==> src/rtl/la_ctrl_pkg.sv <==
// ---------------------------------------------------------------------------
// la_ctrl_pkg
// Shared types and widths for the logic-analyzer input demultiplexer.
//   LA_WIDTH          width of one LA data word / one team slice
//   SEL_WIDTH         width of a team selector
//   la_demux_state_t  ROUTE (live data to one team) / GUARD (all slices zero)
//   la_sel_t          team selector
//   la_word_t         one LA data word
// ---------------------------------------------------------------------------
package la_ctrl_pkg;

  localparam int LA_WIDTH  = 128;
  localparam int SEL_WIDTH = 4;

  typedef enum logic {
    ROUTE = 1'b0,
    GUARD = 1'b1
  } la_demux_state_t;

  typedef logic [SEL_WIDTH-1:0] la_sel_t;
  typedef logic [LA_WIDTH-1:0]  la_word_t;

endpackage

==> src/rtl/la_input_demux_if.sv <==
// ---------------------------------------------------------------------------
// la_input_demux_if
// Bundles the host LA inputs and the per-team fan-out of la_input_demux.
//   la_sel                   requested team index (raw, unqualified)
//   la_data_in               LA data word from the host
//   la_oenb                  per-bit host enable; 1 forces that bit to 0
//   designs_la_data_in_flat  slice i = bits [i*LA_WIDTH +: LA_WIDTH]
//   active_sel               team currently routed
//   switching                high while the guard window is active
// Modports: master = host side (drives LA inputs), slave = demux.
// ---------------------------------------------------------------------------
interface la_input_demux_if #(
  parameter int NUM_TEAMS = 12
) ();
  import la_ctrl_pkg::*;

  la_sel_t                              la_sel;
  la_word_t                             la_data_in;
  la_word_t                             la_oenb;
  logic [LA_WIDTH*(NUM_TEAMS+1)-1:0]    designs_la_data_in_flat;
  la_sel_t                              active_sel;
  logic                                 switching;

  modport master (
    output la_sel, la_data_in, la_oenb,
    input  designs_la_data_in_flat, active_sel, switching
  );

  modport slave (
    input  la_sel, la_data_in, la_oenb,
    output designs_la_data_in_flat, active_sel, switching
  );

endinterface

==> src/rtl/la_sel_debounce.sv <==
// ---------------------------------------------------------------------------
// la_sel_debounce
// Qualifies the raw la_sel: a value must be sampled STABLE_CYCLES times in a
// row, be a valid team index and differ from the current target before it is
// accepted.
//   clk, nrst        clock, asynchronous active-low reset
//   la_sel_i         raw selector sample
//   target_i         selection the demux is heading to (pending or active)
//   accept_pulse_o   high for the cycle in which a new selection is accepted
//   accepted_sel_o   the selection being accepted
// ---------------------------------------------------------------------------
module la_sel_debounce
  import la_ctrl_pkg::*;
#(
  parameter int STABLE_CYCLES = 3,
  parameter int NUM_TEAMS     = 12
) (
  input  logic    clk,
  input  logic    nrst,
  input  la_sel_t la_sel_i,
  input  la_sel_t target_i,
  output logic    accept_pulse_o,
  output la_sel_t accepted_sel_o
);

  localparam int               CNT_W   = $clog2(STABLE_CYCLES + 1);
  localparam logic [CNT_W-1:0] CNT_MAX = CNT_W'(STABLE_CYCLES);
  localparam la_sel_t          MAX_SEL = la_sel_t'(NUM_TEAMS);

  la_sel_t          cand_q, cand_d;
  logic [CNT_W-1:0] cnt_q, cnt_d;

  // NOTE: every signal written in an always_comb gets a default first, so no
  // path through the block can leave it unassigned and infer a latch.
  always_comb begin
    cand_d = cand_q;
    cnt_d  = cnt_q;
    if (la_sel_i != cand_q) begin
      cand_d = la_sel_i;
      cnt_d  = CNT_W'(1);
    end else if (cnt_q != CNT_MAX) begin
      cnt_d = cnt_q + CNT_W'(1);
    end
  end

  // Acceptance is evaluated on the post-sample state. It stays asserted while a
  // qualified, valid candidate differs from the target, so a candidate that
  // loses to a guard expiry is picked up again on the next cycle.
  assign accept_pulse_o = (cnt_d == CNT_MAX) && (cand_d <= MAX_SEL) && (cand_d != target_i);
  assign accepted_sel_o = cand_d;

  // NOTE: sequential state is updated with non-blocking assignments only, so
  // every flop samples the pre-edge value of every other flop.
  always_ff @(posedge clk or negedge nrst) begin
    if (!nrst) begin
      cand_q <= '0;
      cnt_q  <= '0;
    end else begin
      cand_q <= cand_d;
      cnt_q  <= cnt_d;
    end
  end

endmodule

==> src/rtl/la_input_demux.sv <==
// ---------------------------------------------------------------------------
// la_input_demux
// Routes the host LA input bus to exactly one team slice. Selection changes
// are debounced, then all slices are held at zero for GUARD_CYCLES before the
// new team goes live, so two teams never see live data in the same cycle.
//   clk, nrst   clock, asynchronous active-low reset
//   bus         la_input_demux_if.slave: la_sel, la_data_in, la_oenb in;
//               designs_la_data_in_flat, active_sel, switching out
// All outputs come straight from flops.
// ---------------------------------------------------------------------------
module la_input_demux
  import la_ctrl_pkg::*;
#(
  parameter int NUM_TEAMS     = 12,
  parameter int STABLE_CYCLES = 3,
  parameter int GUARD_CYCLES  = 4
) (
  input  logic             clk,
  input  logic             nrst,
  la_input_demux_if.slave  bus
);

  localparam int                NUM_SLICES = NUM_TEAMS + 1;
  localparam int                FLAT_W     = LA_WIDTH * NUM_SLICES;
  localparam int                GCNT_W     = $clog2(GUARD_CYCLES + 1);
  localparam logic [GCNT_W-1:0] GCNT_LAST  = GCNT_W'(GUARD_CYCLES - 1);

  la_demux_state_t   state_q, state_d;
  la_sel_t           active_q, active_d;
  la_sel_t           pending_q, pending_d;
  logic [GCNT_W-1:0] gcnt_q, gcnt_d;
  logic              switching_q, switching_d;
  logic [FLAT_W-1:0] flat_q, flat_d;

  la_sel_t           target;
  logic              accept;
  la_sel_t           accepted_sel;

  // While guarding, a further change is compared against the pending team,
  // not the one that was routed before the switchover started.
  assign target = (state_q == GUARD) ? pending_q : active_q;

  la_sel_debounce #(
    .STABLE_CYCLES (STABLE_CYCLES),
    .NUM_TEAMS     (NUM_TEAMS)
  ) u_debounce (
    .clk            (clk),
    .nrst           (nrst),
    .la_sel_i       (bus.la_sel),
    .target_i       (target),
    .accept_pulse_o (accept),
    .accepted_sel_o (accepted_sel)
  );

  always_comb begin
    state_d     = state_q;
    active_d    = active_q;
    pending_d   = pending_q;
    gcnt_d      = gcnt_q;
    switching_d = switching_q;
    unique case (state_q)
      ROUTE: begin
        if (accept) begin
          state_d     = GUARD;
          pending_d   = accepted_sel;
          gcnt_d      = '0;
          switching_d = 1'b1;
        end
      end
      GUARD: begin
        // Expiry takes priority over a simultaneous acceptance.
        if (gcnt_q == GCNT_LAST) begin
          state_d     = ROUTE;
          active_d    = pending_q;
          switching_d = 1'b0;
        end else if (accept) begin
          pending_d = accepted_sel;
          gcnt_d    = '0;
        end else begin
          gcnt_d = gcnt_q + GCNT_W'(1);
        end
      end
      default: state_d = ROUTE;
    endcase
  end

  // Live data only flows while routing and not leaving ROUTE this cycle; the
  // first live word for a new team therefore lands one edge after expiry.
  always_comb begin
    flat_d = '0;
    if ((state_q == ROUTE) && !accept) begin
      for (int i = 0; i < NUM_SLICES; i++) begin
        if (active_q == la_sel_t'(i)) begin
          flat_d[i*LA_WIDTH +: LA_WIDTH] = bus.la_data_in & ~bus.la_oenb;
        end
      end
    end
  end

  // NOTE: the wide slice register is a set of output flops, not a storage
  // array, so it is reset like any other state to guarantee zero on all slices.
  always_ff @(posedge clk or negedge nrst) begin
    if (!nrst) begin
      state_q     <= ROUTE;
      active_q    <= '0;
      pending_q   <= '0;
      gcnt_q      <= '0;
      switching_q <= 1'b0;
      flat_q      <= '0;
    end else begin
      state_q     <= state_d;
      active_q    <= active_d;
      pending_q   <= pending_d;
      gcnt_q      <= gcnt_d;
      switching_q <= switching_d;
      flat_q      <= flat_d;
    end
  end

  assign bus.designs_la_data_in_flat = flat_q;
  assign bus.active_sel              = active_q;
  assign bus.switching               = switching_q;

endmodule
==> src/flat_wrapper.sv <==
// flat-port wrapper written by rule: the top's interface ports become plain ports
module la_input_demux_flat import la_ctrl_pkg::*;
#(
  parameter int NUM_TEAMS     = 12,
  parameter int STABLE_CYCLES = 3,
  parameter int GUARD_CYCLES  = 4
)
  (clk, nrst, bus_la_sel, bus_la_data_in, bus_la_oenb, bus_designs_la_data_in_flat, bus_active_sel, bus_switching);
  la_input_demux_if #(.NUM_TEAMS(NUM_TEAMS)) bus_i ();
  input  logic clk;
  input  logic nrst;
  input wire logic [$bits(bus_i.la_sel)-1:0] bus_la_sel;
  input wire logic [$bits(bus_i.la_data_in)-1:0] bus_la_data_in;
  input wire logic [$bits(bus_i.la_oenb)-1:0] bus_la_oenb;
  output wire logic [$bits(bus_i.designs_la_data_in_flat)-1:0] bus_designs_la_data_in_flat;
  output wire logic [$bits(bus_i.active_sel)-1:0] bus_active_sel;
  output wire logic [$bits(bus_i.switching)-1:0] bus_switching;
  assign bus_i.la_sel = bus_la_sel;
  assign bus_i.la_data_in = bus_la_data_in;
  assign bus_i.la_oenb = bus_la_oenb;
  assign bus_designs_la_data_in_flat = bus_i.designs_la_data_in_flat;
  assign bus_active_sel = bus_i.active_sel;
  assign bus_switching = bus_i.switching;
  la_input_demux #(.NUM_TEAMS(NUM_TEAMS), .STABLE_CYCLES(STABLE_CYCLES), .GUARD_CYCLES(GUARD_CYCLES)) u_core (.clk(clk), .nrst(nrst), .bus(bus_i));
endmodule
==> config.mk <==
export PLATFORM = sky130hd
export DESIGN_NAME = la_input_demux_flat
export DESIGN_NICKNAME = d
export VERILOG_FILES = /design/src/rtl/la_ctrl_pkg.sv /design/src/rtl/la_input_demux_if.sv /design/src/rtl/la_sel_debounce.sv /design/src/rtl/la_input_demux.sv /design/src/flat_wrapper.sv
export SDC_FILE = /design/constraint.sdc
export NUM_CORES = 2
export LEC_CHECK = 0
export CAP_MARGIN = 10
export CORE_AREA = 2 2 744 746
export CTS_CLUSTER_DIAMETER = 150
export DETAILED_ROUTE_END_ITERATION = 10
export DIE_AREA = 0 0 746 748
export PLACE_DENSITY = 0.3
export REMOVE_ABC_BUFFERS = 1
export SYNTH_ARGS = -nofsm -noshare
export SYNTH_HDL_FRONTEND = slang
export SYNTH_HIERARCHICAL = 1
export SYNTH_SLANG_ARGS = --single-unit
==> constraint.sdc <==
create_clock -name clk -period 2.7 [get_ports clk]
set_input_delay 0.675 -clock clk [delete_from_list [all_inputs] [get_ports clk]]
set_output_delay 0.675 -clock clk [all_outputs]
set_load 0.02 [all_outputs]
Yosys cells after proc, flatten, opt, wreduce, memory -nomap -nowiden
Cells that the tools add are included.
- add/subtract/negate cells: 2
- order comparisons: 1
- eq/ne operators: 20
- multiplexer cells: 31
- bitwise operators: 3
- reduce and logical (&&, ||, !) cells: 8
- operators by type and width (cell ; number):
    $mux W128 ; 13
    $mux W1664 ; 1
    $and A128 B128 Y128 ; 1
    $not A128 Y128 ; 1
    $eq A4 B4 Y1 const B ; 5
    $eq A4 B3 Y1 const B ; 4
    $mux W4 ; 4
    $mux W3 ; 3
    $eq A4 B2 Y1 const B ; 2
    $ne A4 B4 Y1 ; 2
    $pmux W4 S2 ; 1
    $ne A2 B2 Y1 const B ; 3
    $pmux W3 S2 ; 1
    $reduce_and A2 Y1 ; 3
    $eq A4 B1 Y1 const B ; 1
    $le A4 B4 Y1 const B ; 1
    $logic_not A4 Y1 ; 1
    $mux W1 ; 4
    $mux W2 ; 2
    $pmux W1 S2 ; 2
    $add A3 B1 Y3 const B ; 1
    $eq A3 B2 Y1 const B ; 1
    $logic_and A1 B1 Y1 ; 3
    $add A2 B1 Y2 const B ; 1
    4 further kinds ; 4
- bits in registers: 1683
- input bits: 262

Depth between registers and ports, before layout
- word-level depth: 9
- mapped depth: 11

Cells and area by module
The synthesis kept the hierarchy.
- by module, submodules not included (module ; times used ; cells each ; area an instance (sq um) ; seq. area each (sq um)):
    la_input_demux ; 1 ; 3857 ; 52738.1 ; 41965.2
    la_sel_debounce ; 1 ; 26 ; 287.8 ; 150.1

Worst setup path before layout
No wires, ideal clock.
- path kind: register to register
- from: register u_core.state_q
- to: register u_core.pending_q[0]
- library setup time: 125 ps
- arrival: 2870 ps
- required time: 2575 ps
- setup slack: -295 ps
- stages on the path, launching flop included: 10
- path buffers: 3
- clock period less this slack: 2995 ps
- cells stage by stage: dfrtp_1 > clkbuf_1 > buf_2 > mux2_2 > xor2_1 > nor4_1 > nor3_1 > clkbuf_1 > a21boi_1 > mux2_2
- cells in the longest elaborated chain, start to end: 6
- ends and longest elaborated chain (element ; RTL line ; text):
    start: declaration ; la_input_demux.sv:28 ; la_demux_state_t state_q, state_d;
    start signal: assignment ; la_input_demux.sv:111 ; state_q <= state_d;
    $mux W4 (*) ; la_input_demux.sv:41 ; assign target = (state_q == GUARD) ? pending_q : active_q;
    via u_core.target[1] ; la_input_demux.sv:35 ; la_sel_t target;
    $ne A4 B4 Y1 (*) ; la_sel_debounce.sv:49 ; assign accept_pulse_o = (cnt_d == CNT_MAX) && (cand_d <= MAX_SEL) && (cand_d != target_i);
    $logic_and A1 B1 Y1 (*) ; la_sel_debounce.sv:49 ;
    via u_core.accept ; la_input_demux.sv:36 ; logic accept;
    $mux W4 (*) ; n/a ;
    $mux W4 ; n/a ;
    $pmux W4 S2 (*) ; la_input_demux.sv:61 ; unique case (state_q)
    end signal: assignment ; la_input_demux.sv:113 ; pending_q <= pending_d;
    end: declaration ; la_input_demux.sv:30 ; la_sel_t pending_q, pending_d;
The timed path passes the listed nets; every way through them passes the cells marked *. The select of a mux whose other input is x is not followed.
A chain may end at the register's enable or synchronous reset.

Worst setup path after layout
- from: register u_core.state_q
- to: register u_core.flat_q[1040], in the netlist u_core/bus.designs_la_data_in_flat[1040]
- cells in the longest elaborated chain, start to end: 6
- ends and longest elaborated chain (element ; RTL line ; text):
    $mux W4 ; la_input_demux.sv:41 ;
    via u_core.target[1] ; la_input_demux.sv:35 ;
    $ne A4 B4 Y1 ; la_sel_debounce.sv:49 ;
    $logic_and A1 B1 Y1 ; la_sel_debounce.sv:49 ;
    via u_core.accept ; la_input_demux.sv:36 ;
    $logic_not A1 Y1 ; la_input_demux.sv:91 ; if ((state_q == ROUTE) && !accept) begin
    $logic_and A1 B1 Y1 ; la_input_demux.sv:91 ;
    $mux W1664 ; la_input_demux.sv:91 ;
    via u_core.flat_d[1040] ; la_input_demux.sv:33 ; logic [FLAT_W-1:0] flat_q, flat_d;
    end signal: assignment ; la_input_demux.sv:116 ; flat_q <= flat_d;
    end: declaration ; la_input_demux.sv:33 ;
The timed path passes the listed nets, and every way through them passes these cells.

==> results.sh <==
export IMPL_run_status="complete, but fails checks"
export IMPL_violations="negative setup slack"
export IMPL_grt_pass1_wl_mm=439
export IMPL_cts_buffer_depth=4
export IMPL_slew_headroom_pct=27.6
export IMPL_port_buffers=1930
export IMPL_ys_warnings_count=6
export IMPL_grt_max_degree=113
export IMPL_via_per_inst=2.85
export IMPL_total_power_mw=63.0
export IMPL_drive_gt1_share_pct=16.0
export IMPL_crit_arrival_ns=3.80
export IMPL_die_height_microns=748
export IMPL_grt_use_total_pct=11.7
export IMPL_vias=38600
export IMPL_hp_class="input pin to asynchronous set/reset pin"
export IMPL_ys_ff_latch=1683
export IMPL_antenna_found_initial=67
export IMPL_tightest_slew_ns=1.09
export IMPL_synth_cells=3883
export IMPL_areaGrowthSynthToFinish_pct=73.2
export IMPL_drt_iter0_drc=2259
export IMPL_final_common_cell="clkdlybuf4s50_1"
export IMPL_setup_viol=1632
export IMPL_pwr_density_cell_nw_per_um2=686
export IMPL_fin_ws_ns=-0.323
export IMPL_synthTopCellsByArea="dfrtp_1, nor2_1, or4b_4, buf_2, buf_6"
export IMPL_worst_clock_skew_ns=0.0843
export IMPL_cts_buffers=210
export IMPL_synth_top_area_share_pct=79.4
export IMPL_mostFrequentLayoutCells="clkdlybuf4s50_1, dfrtp_1, nor2_1, clkbuf_16, buf_4"
export IMPL_p_leak_nw=39.1
export IMPL_placed_area_sq_um=83900
export IMPL_path_class="flop to flop"
export IMPL_yosysSeqAreaShare_pct=79.4
export IMPL_seqCellArea_sq_um=42100
export IMPL_htreeDepth=4
export IMPL_rsz0062_at_grt="true"
export IMPL_grt_pass1_vias=42000
export IMPL_crit_required_ns=3.47
export IMPL_syn_cell_area_sq_um=53000
export IMPL_ant_nets=0
export IMPL_stdcell_area_sq_um=91800
export IMPL_cts_root_buf="clkbuf_16"
export IMPL_clkTransAtPathRegs_ns=0.06
export IMPL_ios=1931
export IMPL_cts_sinks=1683
export IMPL_avgRoutedWirePerCell_microns=24.9
export IMPL_drt_wl_total_mm=337
export IMPL_cts_tree="built"
export IMPL_first_pass_iters=5
export IMPL_drc=0
export IMPL_synth_cell_types=34
export IMPL_placement_rows=273
export IMPL_worstSetupEndpointType="flop"
export IMPL_clock_latency_ns=0.92
export IMPL_multi_input_area_sq_um=9130
export IMPL_max_freq_mhz=331
export IMPL_finalHoldViolCount=0
export IMPL_start_util_pct=9.63
export IMPL_fin_util_pct=16.7
export IMPL_place_hpwl_mm=251
export IMPL_dieArea_sq_um=558000
export IMPL_synth_top_cell_by_area="dfrtp_1"
export IMPL_grt_ovfl_total=0
export IMPL_fin_nets=6308
export IMPL_fp_dieW_microns=746
export IMPL_nFillCells=60500
export IMPL_vdd_drop_max_v=0.000492
export IMPL_cp_start_kind="flop"
export IMPL_period_needed_ns=3.02
export IMPL_layout_worst_path_cycle_share_pct=112
export IMPL_core_area_sq_um=551000
export IMPL_maxSlewViolCount=0
export IMPL_gp_congestion=0.756
export IMPL_max_cap_violations=0
export IMPL_cp_max_fo=13
export IMPL_syn_area_per_cell_sq_um=13.7
-- metrics by stage --
| step | setup TNS (ns) | hold slack [ns] | setup slack [ns] | cells |
|---|---|---|---|---|
| finish | -246.88 | 0.417 | -0.323 | 13500 |
| global route | -428.24 | 0.316 | -0.422 | 13500 |
| CTS | -371.64 | 0.283 | -0.353 | 13500 |
| detailed placement | -1098.18 | 0.471 | -0.888 | 13100 |
| global placement | -1240.39 | 0.473 | -1.04 | 13100 |
| floorplan | - | 0.379 | -8.27 | 3536 |
-- layer usage --
| metal | global-route usage [%] | share of wire (%) | vias to the layer above |
|---|---|---|---|
| met2 | 19.2 | 47 | 1751 |
| met3 | 4.70 | 9.8 | 357 |
| met4 | 2.62 | 2.4 | 34 |
| met5 | 0 | 0.068 | - |
| met1 | 14.3 | 41 | 20100 |
| li1 | - | - | 16300 |
-- power by group --
part	total (mW)	switching [mW]	leakage (nW)	internal [mW]
Sequential	25.9	0.179	23.4	25.7
Combinational	7.88	5.15	12.2	2.73
Clock	29.2	12.1	3.47	17.1
-- repair_timing --
action                     4_1_cts  5_1_grt
cloned                           6        2
gates resized for setup        107       32
setup endpoints to repair     2512     2263
setup buffers                   18        0
hold endpoints to repair        10        0
hold buffers                     1        0
pin swaps                       82       15
-- worst paths after layout --
| check | startpoint | endpoint | cells after the start | slack, ns |
|---|---|---|---|---|
| setup / recovery | u_core/state_q | u_core/bus.designs_la_data_in_flat[1040] | 11 | -0.32 |
| hold reg to reg | u_core/u_debounce/cnt_q[0] | u_core/u_debounce/cnt_q[1] | 2 | 0.48 |
| hold / removal | nrst | u_core/bus.designs_la_data_in_flat[150] | 2 | 0.42 |
| min in group clk | u_core/u_debounce/cnt_q[0] | u_core/u_debounce/cnt_q[1] | 2 | 0.48 |
| setup reg to reg | u_core/state_q | u_core/bus.designs_la_data_in_flat[1040] | 11 | -0.32 |
| max in group asynchronous | nrst | u_core/bus.designs_la_data_in_flat[939] | 4 | 0.98 |
-- layout make-up --
type / count / area share [%]
inverter: 2 / 0.00817
multi-input combinational: 1857 / 9.94
clock inverter: 80 / 1.24
sequential: 1683 / 45.9
timing repair buffer: 2289 / 26.4
clock buffer: 299 / 6.51
antenna: 49 / 0.134
tap: 7287 / 9.93
-- state kept, by name, indices dropped and copies added, names as in the netlist --
name	count
u_core/bus.designs_la_data_in_flat	1664
u_core/bus.active_sel	4
u_core/pending_q	4
u_core/u_debounce/cand_q	4
u_core/gcnt_q	3
u_core/u_debounce/cnt_q	2
u_core/bus.switching	1
u_core/state_q	1
-- worst max-delay path, cell delays in order, from the launching register on --
cell     delay (ns)
dfrtp_4        0.45
mux2_2         0.39
xor2_1         0.15
nor4_1         0.28
buf_4          0.19
nor3_4         0.05
buf_12         0.16
buf_8          0.19
buf_12         0.15
or4b_4         0.59
buf_12         0.17
nor2_1         0.09
-- cell usage after synthesis --
master and n:
dfrtp_1 1683, nor2_1 1584, buf_2 222, or4b_4 120, nor2_2 84, buf_6 80, clkbuf_1 35, mux2_2 12
or4b_1 11, buf_1 7, nand4bb_1 6, xnor2_1 4, xor2_1 4, a211o_1 3, and3_1 3, ha_1 3
inv_1 2, nand2_1 2, nand4b_1 2, nor4b_1 2, a21boi_1 1, a21oi_1 1, buf_4 1, clkbuf_2 1
dlygate4sd3_1 1, nand4_1 1, nor3_1 1, nor4_1 1, nor4bb_1 1, o211ai_1 1, o22ai_1 1, or3b_1 1
or4_1 1, or4b_2 1
-- cell families (layout without fill, tap and decap cells) --
group / after synthesis / after routing / share of synthesized area (%)
multiplexers: 12 / 12 / 0.255
flip-flops: 1683 / 1683 / 79.4
XOR/XNOR: 8 / 8 / 0.132
other: 0 / 49 / 0
AND/OR/NAND/NOR: 1821 / 1827 / 15.9
AO/OA/AOI/OAI: 7 / 7 / 0.0991
buffers and inverters: 349 / 2670 / 4.15
adder cells (fa/ha/maj): 3 / 3 / 0.0708
(Power assumes the default switching activity.)
